## src/rtl/edge_detect_pkg.sv

```systemverilog
// Shared constants and helpers for the multi-channel edge detector.
package edge_detect_pkg;

    localparam logic [1:0] EDGE_OFF  = 2'b00;
    localparam logic [1:0] EDGE_RISE = 2'b01;
    localparam logic [1:0] EDGE_FALL = 2'b10;
    localparam logic [1:0] EDGE_BOTH = 2'b11;

    // Widest channel vector popcount accepts; callers zero-extend into it.
    localparam int unsigned POP_MAX_W = 256;

    function automatic int unsigned popcount(input logic [POP_MAX_W-1:0] v);
        int unsigned c;
        c = 0;
        for (int i = 0; i < POP_MAX_W; i++) begin
            c = c + int'(v[i]);
        end
        return c;
    endfunction

endpackage

```

## src/rtl/edge_filter_ch.sv

```systemverilog
// One channel: synchroniser chain, glitch filter and edge qualification.
module edge_filter_ch
    import edge_detect_pkg::*;
#(
    parameter int SYNC_STAGES   = 2,
    parameter int FILTER_CYCLES = 3
) (
    input  logic       clock,
    input  logic       rst,
    input  logic       prime_i,
    input  logic       din_i,
    input  logic [1:0] mode_i,
    output logic       flag_next_o
);

    localparam int FCW = $clog2(FILTER_CYCLES + 1);

    logic [SYNC_STAGES-1:0] sync_q;
    logic                   filt_q, filt_d;
    logic [FCW-1:0]         cnt_q, cnt_d;
    logic                   s;
    logic                   update;
    logic                   rise_en, fall_en;

    assign s       = sync_q[SYNC_STAGES-1];
    assign update  = !prime_i && (s != filt_q) && (cnt_q == FCW'(FILTER_CYCLES - 1));
    assign rise_en = (mode_i == EDGE_RISE) || (mode_i == EDGE_BOTH);
    assign fall_en = (mode_i == EDGE_FALL) || (mode_i == EDGE_BOTH);

    // Mode is looked at only in the cycle the filtered level actually changes.
    assign flag_next_o = update && (s ? rise_en : fall_en);

    always_comb begin
        filt_d = filt_q;
        cnt_d  = cnt_q;
        if (prime_i) begin
            filt_d = s;
            cnt_d  = '0;
        end else if (s == filt_q) begin
            cnt_d  = '0;
        end else if (update) begin
            filt_d = s;
            cnt_d  = '0;
        end else begin
            cnt_d  = cnt_q + FCW'(1);
        end
    end

    always_ff @(posedge clock) begin
        if (rst) begin
            sync_q <= '0;
            filt_q <= 1'b0;
            cnt_q  <= '0;
        end else begin
            sync_q <= {sync_q[SYNC_STAGES-2:0], din_i};
            filt_q <= filt_d;
            cnt_q  <= cnt_d;
        end
    end

endmodule

```

## src/rtl/edge_detect_multi.sv

```systemverilog
// Multi-channel edge detector: per-channel filters plus shared sticky/irq/event-count state.
module edge_detect_multi
    import edge_detect_pkg::*;
#(
    parameter int CHANNELS      = 8,
    parameter int SYNC_STAGES   = 2,
    parameter int FILTER_CYCLES = 3,
    parameter int CNT_W         = 16
) (
    input  logic                  clock,
    input  logic                  rst,
    input  logic [CHANNELS-1:0]   din,
    input  logic [2*CHANNELS-1:0] mode,
    input  logic [CHANNELS-1:0]   irq_en,
    input  logic [CHANNELS-1:0]   clr,
    input  logic                  cnt_clr,
    output logic [CHANNELS-1:0]   flag,
    output logic [CHANNELS-1:0]   sticky,
    output logic                  irq,
    output logic [CNT_W-1:0]      evt_count
);

    localparam int PRIME_W = $clog2(SYNC_STAGES + 2);
    localparam int SUM_W   = CNT_W + $clog2(CHANNELS + 1) + 1;
    localparam logic [SUM_W-1:0] CNT_MAX = (SUM_W'(1) << CNT_W) - SUM_W'(1);

    logic [PRIME_W-1:0]  prime_q;
    logic [CHANNELS-1:0] flag_next;
    logic [CHANNELS-1:0] flag_q, sticky_q, sticky_d;
    logic                irq_q;
    logic [CNT_W-1:0]    evt_q, evt_d;
    logic [SUM_W-1:0]    pop_w, base_w, sum_w;

    for (genvar i = 0; i < CHANNELS; i++) begin : g_ch
        edge_filter_ch #(
            .SYNC_STAGES   (SYNC_STAGES),
            .FILTER_CYCLES (FILTER_CYCLES)
        ) u_ch (
            .clock       (clock),
            .rst         (rst),
            .prime_i     (prime_q != '0),
            .din_i       (din[i]),
            .mode_i      (mode[2*i+1:2*i]),
            .flag_next_o (flag_next[i])
        );
    end

    // Set beats clear so an edge landing on the clear cycle is never lost.
    assign sticky_d = (sticky_q & ~clr) | flag_next;

    always_comb begin
        pop_w  = SUM_W'(popcount(POP_MAX_W'(flag_next)));
        base_w = cnt_clr ? '0 : SUM_W'(evt_q);
        sum_w  = base_w + pop_w;
        evt_d  = (sum_w > CNT_MAX) ? CNT_MAX[CNT_W-1:0] : sum_w[CNT_W-1:0];
    end

    always_ff @(posedge clock) begin
        if (rst) begin
            prime_q  <= PRIME_W'(SYNC_STAGES + 1);
            flag_q   <= '0;
            sticky_q <= '0;
            irq_q    <= 1'b0;
            evt_q    <= '0;
        end else begin
            if (prime_q != '0) prime_q <= prime_q - PRIME_W'(1);
            flag_q   <= flag_next;
            sticky_q <= sticky_d;
            irq_q    <= |(sticky_q & irq_en);
            evt_q    <= evt_d;
        end
    end

    assign flag      = flag_q;
    assign sticky    = sticky_q;
    assign irq       = irq_q;
    assign evt_count = evt_q;

endmodule

```

## config.mk

```make
export PLATFORM = sky130hd
export DESIGN_NAME = edge_detect_multi
export DESIGN_NICKNAME = d
export VERILOG_FILES = /design/src/rtl/edge_detect_pkg.sv /design/src/rtl/edge_filter_ch.sv /design/src/rtl/edge_detect_multi.sv
export SDC_FILE = /design/constraint.sdc
export NUM_CORES = 1
export LEC_CHECK = 0
export CORE_MARGIN = 2
export CORE_UTILIZATION = 54
export CTS_CLUSTER_SIZE = 20
export DETAILED_ROUTE_END_ITERATION = 16
export GPL_ROUTABILITY_DRIVEN = 1
export PLACE_DENSITY = 0.95
export SLEW_MARGIN = 20
export SYNTH_ARGS = -nofsm -noshare
export SYNTH_HDL_FRONTEND = slang
export SYNTH_HIERARCHICAL = 1
export SYNTH_SLANG_ARGS = --single-unit
```

## constraint.sdc

```tcl
create_clock -name clock -period 11.93 [get_ports clock]
set_clock_uncertainty 0.05 [all_clocks]
set_input_delay 1.193 -clock clock [delete_from_list [all_inputs] [get_ports clock]]
set_output_delay 1.193 -clock clock [all_outputs]
set_load 0.005 [all_outputs]
```

; Yosys cells after proc, flatten, opt, wreduce, memory -nomap -nowiden
; Index checks and enable logic that the tools add are counted.
[classes]
add_sub_neg = 17
eq_ne = 56
n_reduce_logical = 67
n_lt_le_gt_ge = 1
mux = 34
bitwise_logic = 4
[ops]
columns = op, n
row1 = "2-bit equality test, second input constant", 24
row2 = 1-bit two-way mux, 32
row3 = 16-bit two-way mux, 2
row4 = 4-bit OR reduction, 8
row5 = 1-bit logical AND, 24
row6 = 2-bit nonzero test, 9
row7 = 16-bit by 8-bit adder with 17-bit output, 1
row8 = "17-bit by 16-bit greater-than comparator with 1-bit output, second input constant", 1
row9 = "2-bit by 1-bit adder with 2-bit output, second input constant", 8
row10 = 8-bit bitwise AND, 2
row11 = "2-bit by 1-bit equality test with 1-bit output, second input constant", 8
row12 = 1-bit logical OR, 16
row13 = "2-bit by 1-bit != test with 1-bit output, second input constant", 8
row14 = 2-bit AND reduction, 8
row15 = 7-bit by 1-bit adder with 8-bit output, 1
row16 = 1-bit equality test, 8
row17 = 1-bit != test, 8
row18 = 8-bit inverter, 1
row19 = 8-bit OR, 1
row20 = 8-bit OR reduction, 1
row21 = 6-bit by 1-bit adder with 7-bit output, 1
row22 = 5-bit by 1-bit adder with 6-bit output, 1
row23 = 4-bit by 1-bit adder with 5-bit output, 1
row24 = 3-bit by 1-bit adder with 4-bit output, 1
row25 = 4 further kinds, 4
[word_totals]
in_bits = 43
elab_cells = 208
out_inout_bits = 33
register_bits = 75

; Depth between registers and ports, before layout
; Gate-level depths: netlist of the first run.
[depth]
ltp_word = 15
ltp_mapped = 17
mapped_depth_nobuf = 17

; By module
; The synthesis of the first run kept the hierarchy.
[modules_own_cells]
columns = mod, instances, area_each_um2, seq_area_each_um2, cells_each
row1 = edge_detect_multi, 1, 1722.9, 700.7, 183
row2 = edge_filter_ch, 8, 201.4, 100.1, 20

; Least setup slack after synthesis of the first run
; Ideal clock, no wire load.
[synth_timing]
path_kind = input -> register
start = input port mode[3]
end = register evt_q[15] (netlist: evt_count[15])
path_slack_ns = 7.267
stages = 14
arrival_time_ns = 4.497
setup_time_ns = 0.116
n_path_buf = 0
t_required_ns = 11.764
cell_sequence = nand3b_1 -> a21oi_1 -> fa_1 -> inv_1 -> fa_1 -> fa_1 -> fa_1 -> inv_1 -> fa_1 -> a211oi_1 -> nor2_1 -> nand3_1 -> nand4_1 -> and3b_1
[synth_via]
elab_chain_len = 14
elab_cells_between_ends = 17
cone_classes = add/sub: 8 / order compare: 1 / eq/ne: 3 / mux: 2 / reduce/logical: 3
[synth_rtl]
columns = item, line
row1 = start: declaration, edge_detect_multi.sv:13  ; input logic [2*CHANNELS-1:0] mode,
row2 = 2-bit equality test (tied with other cells), edge_filter_ch.sv:28  ; assign fall_en = (mode_i == EDGE_FALL) || (mode_i == EDGE_BOTH);
row3 = 1-bit logical OR (on tied branches), "edge_filter_ch.sv:28, edge_filter_ch.sv:27"
row4 = 1-bit two-way mux (*), edge_filter_ch.sv:31  ; assign flag_next_o = update && (s ? rise_en : fall_en);
row5 = 1-bit logical AND (*), edge_filter_ch.sv:31
row6 = net flag_next[1], edge_detect_multi.sv:28  ; logic [CHANNELS-1:0] flag_next;
row7 = 1-bit by 1-bit adder with 2-bit output (*), edge_detect_pkg.sv:16  ; c = c + int'(v[i]);
row8 = 2-bit by 1-bit adder with 3-bit output (*), edge_detect_pkg.sv:16
row9 = 3-bit by 1-bit adder with 4-bit output (*), edge_detect_pkg.sv:16
row10 = 4-bit by 1-bit adder with 5-bit output (*), edge_detect_pkg.sv:16
row11 = 5-bit by 1-bit adder with 6-bit output (*), edge_detect_pkg.sv:16
row12 = 6-bit by 1-bit adder with 7-bit output (*), edge_detect_pkg.sv:16
row13 = 7-bit by 1-bit adder with 8-bit output (*), edge_detect_pkg.sv:16
row14 = 16-bit by 8-bit adder with 17-bit output (*), edge_detect_multi.sv:54  ; sum_w = base_w + pop_w;
row15 = 17-bit by 16-bit greater-than comparator with 1-bit output, edge_detect_multi.sv:55  ; evt_d = (sum_w > CNT_MAX) ? CNT_MAX[CNT_W-1:0] : sum_w[CNT_W-1:0];
row16 = 16-bit two-way mux (*), edge_detect_multi.sv:55
row17 = end signal: assignment, edge_detect_multi.sv:70  ; evt_q <= evt_d;
row18 = end: declaration, edge_detect_multi.sv:31  ; logic [CNT_W-1:0] evt_q, evt_d;
; Mark *: on every way through the listed nets, which the timed path passes. The rest lies on a longest branch.
; A chain may end at the register's enable or synchronous reset.

; Worst setup path after layout of the first run
[layout_timing]
start = input port mode[1]
end = register evt_q[13] (netlist: evt_count[13])
; The elaborated chain is that of the path after synthesis.

==> results of run 1 <==
[kinds of logic (layout without fill, tap and decap cells)]
kind of cell	after synthesis	after routing
mux	2	2
flops	75	75
compound gates	65	65
xor+xnor	16	16
fa+ha+maj	20	20
buf+inv	31	116
simple gates	134	134
[cell type report]
class                           instances  area (um2)  share of cell area
Clock buffer                           14       182.7             0.04180
Tap cell                               75       93.84             0.02147
Sequential cell                        75        1501              0.3435
Inverter                               25       93.84             0.02147
Multi-Input combinational cell        237        1715              0.3925
Timing Repair Buffer                   76       753.2              0.1723
Clock inverter                          1       30.03            0.006871
[final timing paths]
kind                          from  slack [ps]                     to  cells after the start
max                        mode[1]        6470          evt_count[13]                     15
min reg2reg  g_ch[3].u_ch/cnt_q[0]         370  g_ch[3].u_ch/cnt_q[0]                      1
min          g_ch[3].u_ch/cnt_q[0]         370  g_ch[3].u_ch/cnt_q[0]                      1
max reg2reg             prime_q[0]        6560          evt_count[13]                     17
[worst max-delay path, cell delays in order]
cell and delay (ps):
clkdlybuf4s50_1 460, nand3b_1 70, a21oi_1 330, fa_1 460, inv_1 100, fa_1 450, fa_1 530, fa_1 200
inv_1 60, fa_1 420, a211oi_1 490, nor2_1 160, nand3_1 370, nor3b_2 270, a211oi_2 60
[cells in the mapped netlist, types with 3 or more instances]
cell type	instances
nor2_1	9
ha_1	15
dfxtp_1	75
a211oi_1	3
a21oi_1	37
nor2b_1	24
nand2b_1	21
nand3_1	5
a22oi_1	4
or2_1	8
and2b_1	3
nor4_1	16
nor3_1	3
nand3b_1	17
a31oi_1	3
clkbuf_1	5
xnor2_1	14
or3b_1	8
inv_1	25
o21ai_0	11
fa_1	5
or2_2	3
[registers in the layout, summed over array words and instances, names as in the netlist]
| name | flops |
|---|---|
| prime_q | 2 |
| g_ch.u_ch/filt_q | 8 |
| g_ch.u_ch/sync_q | 16 |
| flag | 8 |
| evt_count | 16 |
| sticky | 8 |
| g_ch.u_ch/cnt_q | 16 |
| irq | 1 |
[metal layers]
| metal | up-vias | GRT usage | wire length (um) |
|---|---|---|---|
| li1 | 1356 | - | - |
| met1 | 1329 | 0.2863 | 3269 |
| met2 | 89 | 0.4250 | 3821 |
| met3 | 20 | 0.06630 | 404 |
| met4 | 0 | 0.1164 | 218 |
| met5 | - | 0 | 0 |
[power groups by stage]
stage	logic [mW]	registers [mW]	clock network [mW]
2_1_floorplan	0.0193	0.264	0
3_3_place_gp	0.0369	0.264	0
3_5_place_dp	0.0394	0.265	0
4_1_cts	0.0413	0.259	0.209
5_1_grt	0.0451	0.260	0.220
6_report	0.0410	0.259	0.207
==> load_flow_metrics.sql, run 1 <==
INSERT INTO impl_metrics (metric_group, metric, value, unit) VALUES
('synthesis', 'asyncSetResetFlopFracSynth', '0', ''),
('place', 'globalplace.congestion', '0.8068', ''),
('global_route', 'grt_use_total', '0.2475', ''),
('synthesis', 'synthDominantAreaCellType', 'dfxtp_1', ''),
('final_layout', 'antennaDiodeCount', '0', ''),
('clock_network', 'cts.hold.buffers_added', '0', ''),
('place', 'place.detailed.instances', '488', ''),
('sta', 'holdWs', '366.9', 'ps'),
('final_layout', 'layout_commonest_cell', 'dfxtp_1', ''),
('final_layout', 'final_cell_mix', 'dfxtp_1, clkdlybuf4s50_1, a21oi_1, inv_1, nor2b_1', ''),
('sta', 'final_min_period_over_clock_period', '0.4575', ''),
('place', 'pre_cts_slack', '6106', 'ps'),
('synthesis', 'synth_largest_type_area_fraction', '0.4503', ''),
('power_and_ir_drop', 'power.density_cell_area', '116.0', 'nW/um2'),
('synthesis', 'yosys_warnings', '6', ''),
('synthesis', 'postSynthRegisterBits', '75', ''),
('route', 'drtIter0Drc', '131', ''),
('synthesis', 'post_synth_inst_count', '343', ''),
('power_and_ir_drop', 'seqPwrFrac', '0.511', ''),
('power_and_ir_drop', 'relative_contribution_of_combinational_cells_to_total_power', '0.081', ''),
('place', 'place_area', '4158', 'um2'),
('sta', 'grt_setup_unrepaired', 'no', ''),
('power_and_ir_drop', 'power.leakage', '1.561', 'nW'),
('clock_network', 'clock_tree_from_tritoncts', 'built', ''),
('final_layout', 'final_area', '4370', 'um2'),
('sta', 'setup_ws', '6473', 'ps'),
('die', 'fp-row-count', '28', ''),
('power_and_ir_drop', 'internal_power', '0.3973', 'mW'),
('sta', 'maxClockFrequency', '183.2', 'MHz'),
('critical_path', 'max_fo_critical_path', '11', ''),
('synthesis', 'synth_ff_type', 'dfxtp_1', ''),
('final_layout', 'final_nets', '487', ''),
('power_and_ir_drop', 'peakVddDrop', '0.07751', 'mV'),
('route', 'firstDrtPassIters', '4', ''),
('final_layout', 'fillCellCount', '455', ''),
('synthesis', 'synthDistinctLibCells', '46', ''),
('job', 'drv.max_cap_violation_count', '0', ''),
('clock_network', 'clk_pin_slew_worst_paths', '80', 'ps'),
('critical_path', 'worst-setup-path-type', 'input port to register', ''),
('clock_network', 'clock_sink_count', '75', ''),
('sta', 'layout_min_cycle_time', '5457', 'ps'),
('die', 'chipHeight', '82.58', 'um'),
('synthesis', 'syn_nets', '406', ''),
('sta', 'final-setup-viol-count', '0', ''),
('global_route', 'grt_pass1_vias', '2824', ''),
('route', 'ant_nets', '0', ''),
('route', 'wl', '7.714', 'mm'),
('final_layout', 'layout_cells_sized_above_1', '0.06542', ''),
('synthesis', 'synthTopCellsByArea', 'dfxtp_1, ha_1, a21oi_1', ''),
('route', 'remaining_drc_errors', '0', ''),
('final_layout', 'areaGrowthSynthToFinish', '31.07', '%'),
('sta', 'slew_headroom', '0.4711', ''),
('critical_path', 'worstPathArrival', '5610', 'ps'),
('global_route', 'global_route_overflow', '0', ''),
('sta', 'timing.final.max_slew_violations', '0', ''),
('synthesis', 'synth.mux.area_fraction', '0.006379', ''),
('die', 'placeableCoreArea', '5956', 'um2'),
('die', 'dieWidth', '82.58', 'um'),
('clock_network', 'cts_post_setup_buffers_inserted', '0', ''),
('run_status', 'outcome', 'finished clean', ''),
('power_and_ir_drop', 'p_clk_frac', '0.408', ''),
('synthesis', 'syn-mean-instance-area', '9.721', 'um2'),
('worst_hold_path', 'hold_path.class', 'register to register', ''),
('final_layout', 'final_util', '0.7338', ''),
('synthesis', 'post_synth_fa_ha_maj_area_fraction', '0.08630', ''),
('clock_network', 'number_of_gates_resized_after_cts', '0', ''),
('die', 'floorplan.io_pins', '76', ''),
('synthesis', 'synth-edff-count', '0', ''),
('clock_network', 'clockRootBuffer', 'clkbuf_8', ''),
('synthesis', 'post_synth_instance_area', '3334', 'um2'),
('clock_network', 'h-tree-depth', '3', '');
(Power assumes the default switching activity.)
==> run 2: changes to the inputs <==
--- a/config.mk
+++ b/config.mk
@@ -6,11 +6,11 @@
 export NUM_CORES = 1
 export LEC_CHECK = 0
 export CORE_MARGIN = 2
-export CORE_UTILIZATION = 54
+export CORE_UTILIZATION = 50
 export CTS_CLUSTER_SIZE = 20
 export DETAILED_ROUTE_END_ITERATION = 16
 export GPL_ROUTABILITY_DRIVEN = 1
-export PLACE_DENSITY = 0.95
+export PLACE_DENSITY = 0.9
 export SLEW_MARGIN = 20
 export SYNTH_ARGS = -nofsm -noshare
 export SYNTH_HDL_FRONTEND = slang
==> constraint.sdc (replaced) <==
create_clock -name clock -period 5.47 [get_ports clock]
set_clock_uncertainty 0.05 [all_clocks]
set_input_delay 0.547 -clock clock [delete_from_list [all_inputs] [get_ports clock]]
set_output_delay 0.547 -clock clock [all_outputs]
set_load 0.005 [all_outputs]
==> load_flow_metrics.sql, run 2 (same netlist as run 1, synthesis figures left out) <==
INSERT INTO impl_metrics (metric_group, metric, value, unit) VALUES
('power_and_ir_drop', 'peakVddDrop', '0.1648', 'mV'),
('final_layout', 'final_area', '4392', 'um2'),
('die', 'dieWidth', '85.67', 'um'),
('route', 'drtIter0Drc', '92', ''),
('die', 'chipHeight', '85.67', 'um'),
('route', 'wl', '6.936', 'mm'),
('place', 'dpl.hpwl', '5.041', 'mm'),
('job', 'drv.max_cap_violation_count', '0', ''),
('final_layout', 'register_area', '1501', 'um2'),
('worst_hold_path', 'hold_path_end', 'g_ch[5].u_ch/cnt_q[0]', ''),
('sta', 'layout_min_cycle_time', '4790', 'ps'),
('route', 'num_vias', '2709', ''),
('final_layout', 'area_of_the_multi_input_gates', '1715', 'um2'),
('route', 'drt-wirelength-per-cell', '13.63', 'um'),
('critical_path', 'setup.worst_path.start_class', 'register', ''),
('final_layout', 'layout_cells_sized_above_1', '0.07176', ''),
('clock_network', 'clockRootBuffer', 'clkbuf_8', ''),
('clock_network', 'cts.hold.buffers_added', '0', ''),
('sta', 'worst_pin_slew', '730.1', 'ps'),
('worst_hold_path', 'holdCritStartpoint', 'g_ch[5].u_ch/cnt_q[0]', ''),
('clock_network', 'number_of_gates_resized_after_cts', '0', ''),
('sta', 'timing.final.max_slew_violations', '0', ''),
('sta', 'fin_tns_setup', '0', 'ps'),
('critical_path', 'reg2reg_from', 'prime_q[0]', ''),
('route', 'firstDrtPassIters', '4', ''),
('clock_network', 'cts_max_path_buffers', '2', ''),
('die', 'initial_utilization', '0.5221', ''),
('clock_network', 'cts_buffers', '9', ''),
('power_and_ir_drop', 'power.density_cell_area', '251.3', 'nW/um2'),
('die', 'floorplan.io_pins', '76', ''),
('place', 'port_buffers', '75', ''),
('critical_path', 'worst_r2r_endpoint', 'evt_count[13]', ''),
('global_route', 'grt_use_total', '0.2049', ''),
('clock_network', 'clk_latency', '340', 'ps'),
('critical_path', 'r2r_cells', '17', ''),
('global_route', 'global_route_overflow', '0', ''),
('critical_path', 'worst-setup-path-type', 'register to register', ''),
('critical_path', 'critical_path.endpoint_type', 'register', ''),
('global_route', 'antenna_found_initial', '0', ''),
('critical_path', 'worstPathRequired', '5620', 'ps'),
('sta', 'final_min_period_over_clock_period', '0.8757', ''),
('global_route', 'grt_pass1_vias', '2718', ''),
('critical_path', 'register_to_register_path_setup_slack', '680', 'ps'),
('route', 'ant_nets', '0', ''),
('worst_hold_path', 'hold_path.class', 'register to register', ''),
('die', 'placeableCoreArea', '6386', 'um2'),
('clock_network', 'clock_sink_count', '75', ''),
('sta', 'final-setup-viol-count', '0', ''),
('global_route', 'grt_pass1_wl', '11.94', 'mm'),
('final_layout', 'antennaDiodeCount', '0', ''),
('run_status', 'outcome', 'finished clean', ''),
('power_and_ir_drop', 'report.power.total', '1.103', 'mW'),
('place', 'place_area', '4183', 'um2'),
('sta', 'slew_headroom', '0.5133', ''),
('route', 'remaining_drc_errors', '0', ''),
('final_layout', 'final_cell_mix', 'dfxtp_1, clkdlybuf4s50_1, a21oi_1, inv_1, nor2b_1', ''),
('sta', 'finalHoldViolations', '0', ''),
('critical_path', 'max_fo_critical_path', '20', ''),
('final_layout', 'layout_commonest_cell', 'dfxtp_1', ''),
('die', 'fp-row-count', '29', ''),
('clock_network', 'clock_tree_from_tritoncts', 'built', ''),
('worst_hold_path', 'min_delay_path_depth', '1', ''),
('sta', 'maxClockFrequency', '208.8', 'MHz'),
('place', 'globalplace.congestion', '0.8370', ''),
('route', 'viasPerCell', '5.322', ''),
('sta', 'grt_setup_unrepaired', 'no', ''),
('final_layout', 'fillCellCount', '512', ''),
('clock_network', 'h-tree-depth', '3', ''),
('die', 'fp.dieArea', '7338', 'um2'),
('clock_network', 'cts_post_setup_buffers_inserted', '0', ''),
('power_and_ir_drop', 'power.leakage', '1.568', 'nW'),
('final_layout', 'areaGrowthSynthToFinish', '31.71', '%'),
('final_layout', 'final_nets', '490', ''),
('global_route', 'grt_start_max_net_pins', '76', ''),
('clock_network', 'clk_pin_slew_worst_paths', '80', 'ps'),
('critical_path', 'worstPathArrival', '4940', 'ps');
[run 2: worst max-delay path, cell delays in order, from the launching register on]
cell	delay [ps]
dfxtp_1	350
inv_1	50
ha_1	220
inv_1	360
nand2b_1	180
a21oi_1	90
fa_1	550
inv_1	50
fa_1	470
fa_1	510
fa_1	180
inv_1	50
fa_1	410
a211oi_1	470
nor2_1	160
nand3_1	210
nor3b_2	230
a211oi_2	60
[run 2: power by group]
group,switching [mW],total [mW],internal [mW]
sequential,0.00707,0.564,0.557
combinational,0.0350,0.0859,0.0509
clock,0.197,0.453,0.256
total,0.240,1.10,0.864
[run 2: per-layer routing]
metal,GRT usage,up-vias,share of wire
li1,-,1360,-
met1,0.2544,1258,0.46
met2,0.3359,78,0.46
met3,0.05775,13,0.061
met4,0.08369,0,0.023
met5,0,-,0
[run 2: worst max path at each step]
stage | start | to
CTS | prime_q[0] | evt_count[13]
global placement | mode[1] | evt_count[13]
floorplan | prime_q[0] | evt_count[15]
finish | prime_q[0] | evt_count[13]
global route | prime_q[0] | evt_count[13]
detailed placement | mode[1] | evt_count[13]
[run 2: metrics by stage]
step,worst slack [ps],hold slack [ps],utilization,cells
2_1_floorplan,1061,348.7,-,343
3_3_place_gp,675.6,355.7,0.6550,493
3_5_place_dp,564.0,361.2,0.6550,493
4_1_cts,658.6,371.7,0.6877,509
5_1_grt,374.3,387.0,0.6877,509
6_report,679.8,368.9,0.6877,509
[run 2: area by class of cell]
type / count / share of cell area
clock inverter: 5 / 0.01766
tap: 77 / 0.02194
sequential: 75 / 0.3419
inverter: 25 / 0.02137
timing repair buffer: 79 / 0.1766
multi-input combinational: 237 / 0.3906
clock buffer: 11 / 0.02991
==> RTL edit, RTL diff (config.mk and constraints of run 2) <==
Set the parameter `CHANNELS` to 16 (it was 8).
--- a/src/rtl/edge_detect_multi.sv
+++ b/src/rtl/edge_detect_multi.sv
@@ -2,7 +2,7 @@
 module edge_detect_multi
     import edge_detect_pkg::*;
 #(
-    parameter int CHANNELS      = 8,
+    parameter int CHANNELS      = 16,
     parameter int SYNC_STAGES   = 2,
     parameter int FILTER_CYCLES = 3,
     parameter int CNT_W         = 16
Interface: changed (6 resized); port bits go from 76 to 132. No check against the original RTL was run, so the function may have changed too.
==> RTL edit against run 2 <==
- count of clock-buffer cells in the layout increased by 11
- design area increased by 75%
- core utilization increased by 1.4 points
- non-clock buffer count increased by 56
- sequential cell count increased by 56
- first-iteration DRC count increased by 91%
- via count increased by 73%
- fmax decreased by 6.8%
- total power increased by 99%
- setup slack got worse by 350 ps
- routed wire length increased by 90%
- synthesized area increased by 70%
- final cell count increased by 72%
==> RTL edit: results <==
{
  "synth_adder_area_share": 0.09740,
  "outcome": "finished, final reports clean",
  "syn_nets": 700,
  "io_buffer_count": 131,
  "pre_cts_ws_ps": 220.4,
  "dp_hpwl_um": 9728,
  "clkLatencyLatePin_ps": 410,
  "worst-slew-pin-transition_ps": 676.6,
  "cts_buffers": 17,
  "ys_types": 48,
  "vias": 4676,
  "synth_mux_area_frac": 0.003526,
  "grt_pass1_wl_um": 21740,
  "clkSlewWorstSetupHoldPaths_ps": 60,
  "grt_max_degree": 71,
  "ir_drop_v": 0.0001947,
  "synth_xor_area_frac": 0.03394,
  "synthTopCellsByCount": "dfxtp_1, a21oi_1, inv_1, nor2b_1, nand3b_1",
  "grt_pass1_vias": 4750,
  "final_nets": 844,
  "routed_wl_um": 13210,
  "synth_compound_gate_area_share": 0.1027,
  "place.gp.congestion": 0.8141,
  "drtIter0Drc": 176,
  "synth-seq-area-share": 0.4619,
  "synth_area_leaders": "dfxtp_1, ha_1, nor2b_1"
}
## RTL edit: through the flow
stage | utilization | hold WS (ps) | std cells
2_1_floorplan | - | 348.7 | 580
3_3_place_gp | 0.6516 | 355.0 | 845
3_5_place_dp | 0.6516 | 360.3 | 845
4_1_cts | 0.7015 | 368.3 | 877
5_1_grt | 0.7015 | 375.5 | 877
6_report | 0.7015 | 365.7 | 877
## RTL edit: final timing paths
path	from	cells after the start	slack, ps	to
min reg2reg	g_ch[4].u_ch/cnt_q[0]	1	370	g_ch[4].u_ch/cnt_q[0]
max	prime_q[0]	19	330	evt_count[8]
min	g_ch[4].u_ch/cnt_q[0]	1	370	g_ch[4].u_ch/cnt_q[0]
max reg2reg	prime_q[0]	19	330	evt_count[8]
## RTL edit: final cells by class
| class | instances | area, um2 |
|---|---|---|
| Timing Repair Buffer | 135 | 1351 |
| Sequential cell | 131 | 2623 |
| Fill cell | 823 | 3278 |
| Tap cell | 140 | 175.2 |
| Multi-Input combinational cell | 386 | 2809 |
| Clock buffer | 22 | 464.2 |
| Inverter | 53 | 198.9 |
| Clock inverter | 10 | 83.83 |
## RTL edit: layer usage
metal  up-vias  track usage  share of wire
met2       134       0.3857           0.52
met5         -            0              0
met3        19      0.04885          0.049
li1       2292            -              -
met1      2231       0.2532           0.42
met4         0      0.09083          0.018
## RTL edit: worst max-delay path, delay by kind of cell, from the launching register on
kind,cells,cell delay (ps)
adder cells (fa/ha/maj),7,2690
AND/OR/NAND/NOR,3,640
flip-flops,1,320
AO/OA/AOI/OAI,4,800
buffers and inverters,5,540
## RTL edit: report_power, final
| group | switching (uW) | total, uW | internal [uW] | leakage [uW] |
|---|---|---|---|---|
| logic | 65.6 | 160 | 94.2 | 0.00138 |
| registers | 12.9 | 988 | 975 | 0.00106 |
| clock network | 401 | 1050 | 644 | 0.000269 |
| total | 480 | 2190 | 1710 | 0.00272 |
## RTL edit: kinds of logic (layout without fill, tap and decap cells)
family	after synthesis	count (layout)
AO/OA/AOI/OAI	97	97
XOR/XNOR	22	22
adder cells (fa/ha/maj)	37	37
buffers and inverters	63	220
flip-flops	131	131
multiplexers	2	2
AND/OR/NAND/NOR	228	228
